===== src/rtl/udp_fdma_pkg.sv =====
// Shared types and constants for the UDP FIFO -> FDMA DDR write scheduler.
package udp_fdma_pkg;

    localparam int unsigned FDMA_WSIZE_W        = 11;
    localparam int unsigned BYTES_PER_WORD_LOG2 = 2;
    localparam int unsigned RDUSEDW_W           = 12;
    localparam int unsigned DATA_W              = 32;
    localparam int unsigned BURST_CNT_W         = 16;

    typedef enum logic [1:0] {
        IDLE = 2'd0,
        REQ  = 2'd1,
        DATA = 2'd2,
        DONE = 2'd3
    } sched_state_e;

endpackage


===== src/rtl/udp_fdma_ddr_wr_sched_if.sv =====
// FDMA write-channel bundle: burst command, handshake and write data.
interface udp_fdma_ddr_wr_sched_if
    import udp_fdma_pkg::*;
#(
    parameter int unsigned ADDR_W = 32
) ();

    logic [ADDR_W-1:0]       fdma_waddr;
    logic [FDMA_WSIZE_W-1:0] fdma_wsize;
    logic                    fdma_wareq;
    logic                    fdma_wbusy;
    logic                    fdma_wvalid;
    logic [DATA_W-1:0]       fdma_wdata;

    modport master (
        output fdma_waddr,
        output fdma_wsize,
        output fdma_wareq,
        output fdma_wdata,
        input  fdma_wbusy,
        input  fdma_wvalid
    );

    modport slave (
        input  fdma_waddr,
        input  fdma_wsize,
        input  fdma_wareq,
        input  fdma_wdata,
        output fdma_wbusy,
        output fdma_wvalid
    );

endinterface


===== src/rtl/udp_fdma_ring_addr.sv =====
// Circular DDR burst address: advances one slot per burst, wraps at the ring end.
module udp_fdma_ring_addr #(
    parameter int unsigned       ADDR_W     = 32,
    parameter logic [ADDR_W-1:0] BASE_ADDR  = '0,
    parameter logic [ADDR_W-1:0] RING_BYTES = ADDR_W'(32'h0010_0000),
    parameter logic [ADDR_W-1:0] SLOT_BYTES = ADDR_W'(32'h0000_0400)
) (
    input  logic              clk,
    input  logic              rst,
    input  logic              advance,
    output logic [ADDR_W-1:0] addr
);

    localparam logic [ADDR_W-1:0] RING_END = BASE_ADDR + RING_BYTES;

    logic [ADDR_W-1:0] addr_q;
    logic [ADDR_W-1:0] addr_d;
    logic [ADDR_W-1:0] addr_inc;

    // ring is a whole number of slots, so equality is the only wrap test needed
    always_comb begin
        addr_inc = addr_q + SLOT_BYTES;
        addr_d   = addr_q;
        if (advance) begin
            addr_d = (addr_inc == RING_END) ? BASE_ADDR : addr_inc;
        end
    end

    always_ff @(posedge clk) begin
        if (rst) begin
            addr_q <= BASE_ADDR;
        end else begin
            addr_q <= addr_d;
        end
    end

    assign addr = addr_q;

endmodule


===== src/rtl/udp_fdma_ddr_wr_sched.sv =====
// Burst scheduler draining the UDP RX FIFO into a DDR ring through the FDMA write channel.
// Optional partial-burst timeout flush: define UDP_FDMA_WR_FLUSH_EN.
module udp_fdma_ddr_wr_sched
    import udp_fdma_pkg::*;
#(
    parameter int unsigned       BURST_LEN   = 256,
    parameter int unsigned       ADDR_W      = 32,
    parameter logic [ADDR_W-1:0] BASE_ADDR   = ADDR_W'(32'h0000_0000),
    parameter logic [ADDR_W-1:0] RING_BYTES  = ADDR_W'(32'h0010_0000),
    parameter int unsigned       TIMEOUT_CYC = 4096
) (
    input  logic                             clkr,
    input  logic                             rrst,
    input  logic                             en,
    input  logic                             rd_rst_done,
    input  logic [RDUSEDW_W-1:0]             rdusedw,
    input  logic [DATA_W-1:0]                fifo_dout,
    input  logic                             fifo_empty,
    output logic                             fifo_re,
    udp_fdma_ddr_wr_sched_if.master          fdma,
    output logic                             burst_done,
    output logic [BURST_CNT_W-1:0]           burst_cnt,
    output logic                             underrun
);

    localparam logic [FDMA_WSIZE_W-1:0] WSIZE_FULL = FDMA_WSIZE_W'(BURST_LEN);
    localparam logic [RDUSEDW_W-1:0]    LEVEL_FULL = RDUSEDW_W'(BURST_LEN);
    localparam logic [ADDR_W-1:0]       SLOT_BYTES = ADDR_W'(BURST_LEN << BYTES_PER_WORD_LOG2);

    if (BURST_LEN == 0 || BURST_LEN > 1024 || TIMEOUT_CYC == 0) begin : g_bad_param
        $error("udp_fdma_ddr_wr_sched: BURST_LEN must be 1..1024, TIMEOUT_CYC >= 1");
    end

    sched_state_e            state_q, state_d;
    logic [FDMA_WSIZE_W-1:0] wsize_q, wsize_d;
    logic [FDMA_WSIZE_W-1:0] wcnt_q, wcnt_d;
    logic                    wareq_q, wareq_d;
    logic                    burst_done_q, burst_done_d;
    logic [BURST_CNT_W-1:0]  burst_cnt_q, burst_cnt_d;
    logic                    underrun_q, underrun_d;

    logic start_full_c;
    logic flush_c;
    logic words_left_c;
    logic advance_c;

    always_comb begin
        start_full_c = (state_q == IDLE) && en && rd_rst_done && (rdusedw >= LEVEL_FULL);
        words_left_c = (wcnt_q != wsize_q);
        advance_c    = (state_q == DONE);
    end

`ifdef UDP_FDMA_WR_FLUSH_EN
    localparam int unsigned              IDLE_CNT_W = $clog2(TIMEOUT_CYC + 1);
    localparam logic [IDLE_CNT_W-1:0]    IDLE_LAST  = IDLE_CNT_W'(TIMEOUT_CYC - 1);

    logic [IDLE_CNT_W-1:0] idle_cnt_q, idle_cnt_d;
    logic                  partial_c;

    // counts consecutive idle cycles holding a partial burst; any other cycle restarts it
    always_comb begin
        partial_c  = (state_q == IDLE) && en && rd_rst_done &&
                     (rdusedw != '0) && (rdusedw < LEVEL_FULL);
        idle_cnt_d = '0;
        flush_c    = 1'b0;
        if (partial_c) begin
            if (idle_cnt_q == IDLE_LAST) begin
                flush_c = 1'b1;
            end else begin
                idle_cnt_d = idle_cnt_q + IDLE_CNT_W'(1);
            end
        end
    end

    always_ff @(posedge clkr) begin
        if (rrst) begin
            idle_cnt_q <= '0;
        end else begin
            idle_cnt_q <= idle_cnt_d;
        end
    end
`else
    assign flush_c = 1'b0;
`endif

    // next-state and registered-output decode
    always_comb begin
        state_d    = state_q;
        wsize_d    = wsize_q;
        wcnt_d     = wcnt_q;
        underrun_d = underrun_q;

        case (state_q)
            IDLE: begin
                wcnt_d = '0;
                if (start_full_c) begin
                    wsize_d = WSIZE_FULL;
                    state_d = REQ;
                end else if (flush_c) begin
                    wsize_d = FDMA_WSIZE_W'(rdusedw);
                    state_d = REQ;
                end
            end
            REQ: begin
                if (fdma.fdma_wbusy) begin
                    state_d = DATA;
                end
            end
            DATA: begin
                if (fdma.fdma_wvalid && words_left_c) begin
                    wcnt_d = wcnt_q + FDMA_WSIZE_W'(1);
                end
                if (fdma.fdma_wvalid && fifo_empty) begin
                    underrun_d = 1'b1;
                end
                if (!words_left_c && !fdma.fdma_wbusy) begin
                    state_d = DONE;
                end
            end
            DONE: begin
                state_d = IDLE;
            end
            default: begin
                state_d = IDLE;
            end
        endcase

        wareq_d      = (state_d == REQ);
        burst_done_d = (state_d == DONE);
        burst_cnt_d  = advance_c ? burst_cnt_q + BURST_CNT_W'(1) : burst_cnt_q;
    end

    always_ff @(posedge clkr) begin
        if (rrst) begin
            state_q      <= IDLE;
            wsize_q      <= '0;
            wcnt_q       <= '0;
            wareq_q      <= 1'b0;
            burst_done_q <= 1'b0;
            burst_cnt_q  <= '0;
            underrun_q   <= 1'b0;
        end else begin
            state_q      <= state_d;
            wsize_q      <= wsize_d;
            wcnt_q       <= wcnt_d;
            wareq_q      <= wareq_d;
            burst_done_q <= burst_done_d;
            burst_cnt_q  <= burst_cnt_d;
            underrun_q   <= underrun_d;
        end
    end

    udp_fdma_ring_addr #(
        .ADDR_W     (ADDR_W),
        .BASE_ADDR  (BASE_ADDR),
        .RING_BYTES (RING_BYTES),
        .SLOT_BYTES (SLOT_BYTES)
    ) u_ring_addr (
        .clk     (clkr),
        .rst     (rrst),
        .advance (advance_c),
        .addr    (fdma.fdma_waddr)
    );

    // show-ahead data is already valid, so the read strobe follows the FDMA accept directly
    assign fifo_re         = (state_q == DATA) && fdma.fdma_wvalid && !fifo_empty && words_left_c;
    assign fdma.fdma_wdata = fifo_dout;
    assign fdma.fdma_wsize = wsize_q;
    assign fdma.fdma_wareq = wareq_q;
    assign burst_done      = burst_done_q;
    assign burst_cnt       = burst_cnt_q;
    assign underrun        = underrun_q;

endmodule


===== src/flat_wrapper.sv =====
// flat-port wrapper written by rule: the top's interface ports become plain ports
module udp_fdma_ddr_wr_sched_flat import udp_fdma_pkg::*;
#(
    parameter int unsigned       BURST_LEN   = 256,
    parameter int unsigned       ADDR_W      = 32,
    parameter logic [ADDR_W-1:0] BASE_ADDR   = ADDR_W'(32'h0000_0000),
    parameter logic [ADDR_W-1:0] RING_BYTES  = ADDR_W'(32'h0010_0000),
    parameter int unsigned       TIMEOUT_CYC = 4096
)
  (clkr, rrst, en, rd_rst_done, rdusedw, fifo_dout, fifo_empty, fifo_re, burst_done, burst_cnt, underrun, fdma_fdma_waddr, fdma_fdma_wsize, fdma_fdma_wareq, fdma_fdma_wdata, fdma_fdma_wbusy, fdma_fdma_wvalid);
  udp_fdma_ddr_wr_sched_if #(.ADDR_W(ADDR_W)) fdma_i ();
  input  logic clkr;
  input  logic rrst;
  input  logic en;
  input  logic rd_rst_done;
  input  logic [RDUSEDW_W-1:0] rdusedw;
  input  logic [DATA_W-1:0] fifo_dout;
  input  logic fifo_empty;
  output logic fifo_re;
  output logic burst_done;
  output logic [BURST_CNT_W-1:0] burst_cnt;
  output logic underrun;
  output wire logic [$bits(fdma_i.fdma_waddr)-1:0] fdma_fdma_waddr;
  output wire logic [$bits(fdma_i.fdma_wsize)-1:0] fdma_fdma_wsize;
  output wire logic [$bits(fdma_i.fdma_wareq)-1:0] fdma_fdma_wareq;
  output wire logic [$bits(fdma_i.fdma_wdata)-1:0] fdma_fdma_wdata;
  input wire logic [$bits(fdma_i.fdma_wbusy)-1:0] fdma_fdma_wbusy;
  input wire logic [$bits(fdma_i.fdma_wvalid)-1:0] fdma_fdma_wvalid;
  assign fdma_fdma_waddr = fdma_i.fdma_waddr;
  assign fdma_fdma_wsize = fdma_i.fdma_wsize;
  assign fdma_fdma_wareq = fdma_i.fdma_wareq;
  assign fdma_fdma_wdata = fdma_i.fdma_wdata;
  assign fdma_i.fdma_wbusy = fdma_fdma_wbusy;
  assign fdma_i.fdma_wvalid = fdma_fdma_wvalid;
  udp_fdma_ddr_wr_sched #(.BURST_LEN(BURST_LEN), .ADDR_W(ADDR_W), .BASE_ADDR(BASE_ADDR), .RING_BYTES(RING_BYTES), .TIMEOUT_CYC(TIMEOUT_CYC)) u_core (.clkr(clkr), .rrst(rrst), .en(en), .rd_rst_done(rd_rst_done), .rdusedw(rdusedw), .fifo_dout(fifo_dout), .fifo_empty(fifo_empty), .fifo_re(fifo_re), .fdma(fdma_i), .burst_done(burst_done), .burst_cnt(burst_cnt), .underrun(underrun));
endmodule

===== config.mk =====
export PLATFORM = sky130hd
export DESIGN_NAME = udp_fdma_ddr_wr_sched_flat
export DESIGN_NICKNAME = d
export VERILOG_FILES = /design/src/rtl/udp_fdma_pkg.sv /design/src/rtl/udp_fdma_ddr_wr_sched_if.sv /design/src/rtl/udp_fdma_ring_addr.sv /design/src/rtl/udp_fdma_ddr_wr_sched.sv /design/src/flat_wrapper.sv
export SDC_FILE = /design/constraint.sdc
export NUM_CORES = 1
export LEC_CHECK = 0
export ABC_AREA = 1
export CORE_MARGIN = 4
export CORE_UTILIZATION = 25
export DETAILED_ROUTE_END_ITERATION = 12
export PLACE_DENSITY = 0.61
export SETUP_SLACK_MARGIN = 0.15
export SYNTH_ARGS = -nofsm -noshare
export SYNTH_HDL_FRONTEND = slang
export SYNTH_SLANG_ARGS = --single-unit

===== constraint.sdc =====
create_clock -name clkr -period 1.9 [get_ports clkr]
set_clock_uncertainty 0.1 [all_clocks]
set_input_delay 0.38 -clock clkr [delete_from_list [all_inputs] [get_ports clkr]]
set_output_delay 0.38 -clock clkr [all_outputs]
set_load 0.05 [all_outputs]

==> results by group <==
Clock network
  – Hold-fix buffers at CTS: 0
  – Root buffer cell: clkbuf_16
  – Worst-case clock buffer depth: 2
  – CTS tree: yes
  – Clock Sink Count: 55
  – Htree depth: 2
  – Clk_lat worst skew: between 0.2 and 0.3 ns
  – Reg clk slew, reported paths: 0.08 ns
  – Cts bufs inserted: 5

STA
  – Unrepaired setup endpoints after global routing: yes
  – Final cycle utilization of the critical path: 1.004
  – Fmax: 0.5240 GHz
  – Final setup fails: 1
  – Setup ws final: -0.008532 ns
  – Hold Fails Final Rpt: 0
  – Sum of negative setup slack: -0.008532 ns
  – Post-layout minimum cycle time: 1.909 ns
  – Fin. max-slew vios: 0

Placement
  – DP HPWL: ~6300 um
  – Dpl cells: roughly 730
  – I/O Buffers: 53
  – Placed Area: 4023 um2
  – Pre-CTS WS: -0.06046 ns
  – GP Congestion: just over 0.8

Logic synthesis
  – #FFs+latches synth: between 50 and 60
  – Synth Area per Inst: 6.604 um2
  – Library cells used by synthesis: 36
  – Syn. warnings: 0
  – Mapped Area: 3415 um2
  – Area leader, netlist: dfxtp_1
  – Share of the synthesized area in the top cell type: 0.3225
  – Largest cells by area after synthesis: dfxtp_1, nand2_1, buf_4
  – FFs w/ async S/R, synth: 0
  – Seq/Total Area, Yosys: 0.3225
  – Number of flops mapped to enable cells by yosys: 0
  – Main flop type after synthesis: dfxtp_1
  – Cells after Synth: between 500 and 600

Floorplan
  – Die Y: approximately 120 um
  – Die W: ~120 um
  – Die ar.: 15590 um2
  – Initial Util: 0.2568
  – I/O pin total: approximately 150
  – # rows: between 40 and 50
  – Core area: 13300 um2

Power and ir drop
  – Static leakage: 1.832 nW
  – Pwr Density: between 500 and 600 nW/um2
  – Worst VDD drop: between 0.3 and 0.4 mV

Routing
  – Vias: 3230
  – Drt total wl: 8792 um
  – Antenna Violating Nets Remaining: 0
  – First drt pass iteration count: 4
  – Iteration-0 DRC Markers: 117
  – Wire per inst: 11.60 um
  – DR vias/cell: 4.261
  – Remaining DRCs: 0

Flow run
  – Max-cap check violation count: 0

Worst setup path
  – Critical Path Fanout Max: 4
  – Kind of start point of the critical path: register
  – Critical Path End Type: output pin
  – FF-to-FF path depth: 14
  – Critical R2R Capture: u_core.u_ring_addr.addr[20]
  – Critical Path RT: between 1 and 1.5 ns
  – Worst path arrival time: about 1.4 ns
  – Reg2Reg Setup Slack: 0.04 ns
  – Worst reg2reg startpoint: u_core.u_ring_addr.addr[10]
  – Crit Path Class: reg2out

Global route
  – Antenna violations before repair: 0
  – Largest net degree at the start of global routing: 30
  – Total gr overflow: 0
  – Vias in the first global route: 2974
  – Total track usage: 0.1069
  – First-pass GRT wire length: around 14000 um

Worst hold path
  – Hold Crit Class: reg2reg
  – Min-delay src: u_core.burst_cnt[3]
  – Worst Hold End: u_core.burst_cnt[3]
  – Hold path depth: 1

Cells and area
  – Layout Utilization: 0.3401
  – Commonest non-fill, non-tap cell in the layout: nand2_1
  – Commonest cells after routing, fill and taps aside: nand2_1, buf_4, nor2_1, inv_1, a21oi_1
  – Fin nets: 636
  – Layout cell share with drive strength beyond 1: 0.3265
  – Layout Area Growth over Synthesis: 32.43%
  – Cell Count, Final, Fillers Out: 758
  – Number of diodes: 0
  – Finished Cell Area: around 4500 um2

Status
  – Violated checks: setup timing
  – Run status: complete, but fails checks
==> per-layer routing <==
layer / routed length, um / vias up / track usage
li1: - / 1716 / -
met1: 4171 / 1440 / 0.1420
met2: 4115 / 65 / 0.1714
met3: 399 / 9 / 0.02487
met4: 106 / 0 / 0.03444
met5: 0 / - / 0
==> synth_stat cells, types with 2 or more instances <==
cell type and instances:
nor2_2 2, o21ai_1 2, ha_1 4, inv_2 2, nor3_2 3, nand2_2 3, inv_1 55, clkbuf_1 8
nand3_1 28, xor2_1 5, a21oi_1 37, a211oi_1 7, nand2_1 119, xnor2_1 2, buf_4 52, o21ai_0 18
nor3_1 6, dfxtp_1 55, nand4_1 9, nand3b_1 4, nor2_4 7, nor2_1 75
==> cells by family (layout without fill, tap and decap cells) <==
logic type      after synthesis  in the layout  synth area share
compound gates               67             67            0.1059
xor+xnor                      7              7           0.01796
fa+ha+maj                     4              4           0.01466
buf+inv                     119            165            0.1883
flops                        55             55            0.3225
other cells                   1             20          0.001098
simple gates                264            264            0.3496
==> timing repair <==
| item | CTS | global route |
|---|---|---|
| pin swaps | 16 | 18 |
| endpoints found under the setup margin | 16 | 20 |
| endpoints found under the hold margin | 0 | 0 |
| gates resized for setup | 25 | 37 |
| setup buffers | 13 | 8 |
==> stage by stage <==
step                total power, W  hold slack [ns]
floorplan                 0.001555           0.3546
global placement          0.001406           0.3381
detailed placement        0.001407           0.3378
CTS                       0.002369           0.3520
global route              0.002422           0.3685
finish                    0.002337           0.3495
==> power by group <==
part	total (W)	switching, W	leakage, nW	internal [W]
Clock	0.000944	0.000448	0.0675	0.000496
Combinational	0.000238	0.000176	1.30	0.0000617
Sequential	0.00116	0.00000675	0.461	0.00115
==> sequential cells by signal, indices dropped and copies added (netlist names) <==
| register | flops |
|---|---|
| u_core.burst_done | 1 |
| u_core.burst_cnt | 16 |
| u_core.state_q | 2 |
| u_core.wcnt_q | 11 |
| u_core.fdma.fdma_wsize | 1 |
| u_core.u_ring_addr.addr | 22 |
| u_core.fdma.fdma_wareq | 1 |
| u_core.underrun | 1 |
==> area by class of cell <==
type                       count  area [um2]
fill                        1449        8773
multi-input combinational    362        1946
sequential                    55        1159
timing repair buffer         100       827.0
inverter                      57       225.2
tap                          176       220.2
clock buffer                   6       128.9
clock inverter                 2       16.27
==> worst max path at each step <==
stage	startpoint	end	depth (start not counted)
6_report	u_core.wcnt_q[9]	fifo_re	5
5_1_grt	u_core.u_ring_addr.addr[10]	u_core.u_ring_addr.addr[10]	14
4_1_cts	u_core.fdma.fdma_wsize[8]	fifo_re	7
3_5_place_dp	u_core.u_ring_addr.addr[11]	u_core.u_ring_addr.addr[10]	14
3_3_place_gp	u_core.u_ring_addr.addr[11]	u_core.u_ring_addr.addr[10]	14
2_1_floorplan	u_core.u_ring_addr.addr[11]	u_core.u_ring_addr.addr[20]	14
==> worst max-delay path: stages, from the launching register on <==
cell	delay [ns]
dfxtp_2	0.34
nor4_2	0.28
nand4_1	0.19
nand2_2	0.14
nor2_4	0.04
buf_12	0.14
No activity file was read; power rests on OpenSTA's default activity.
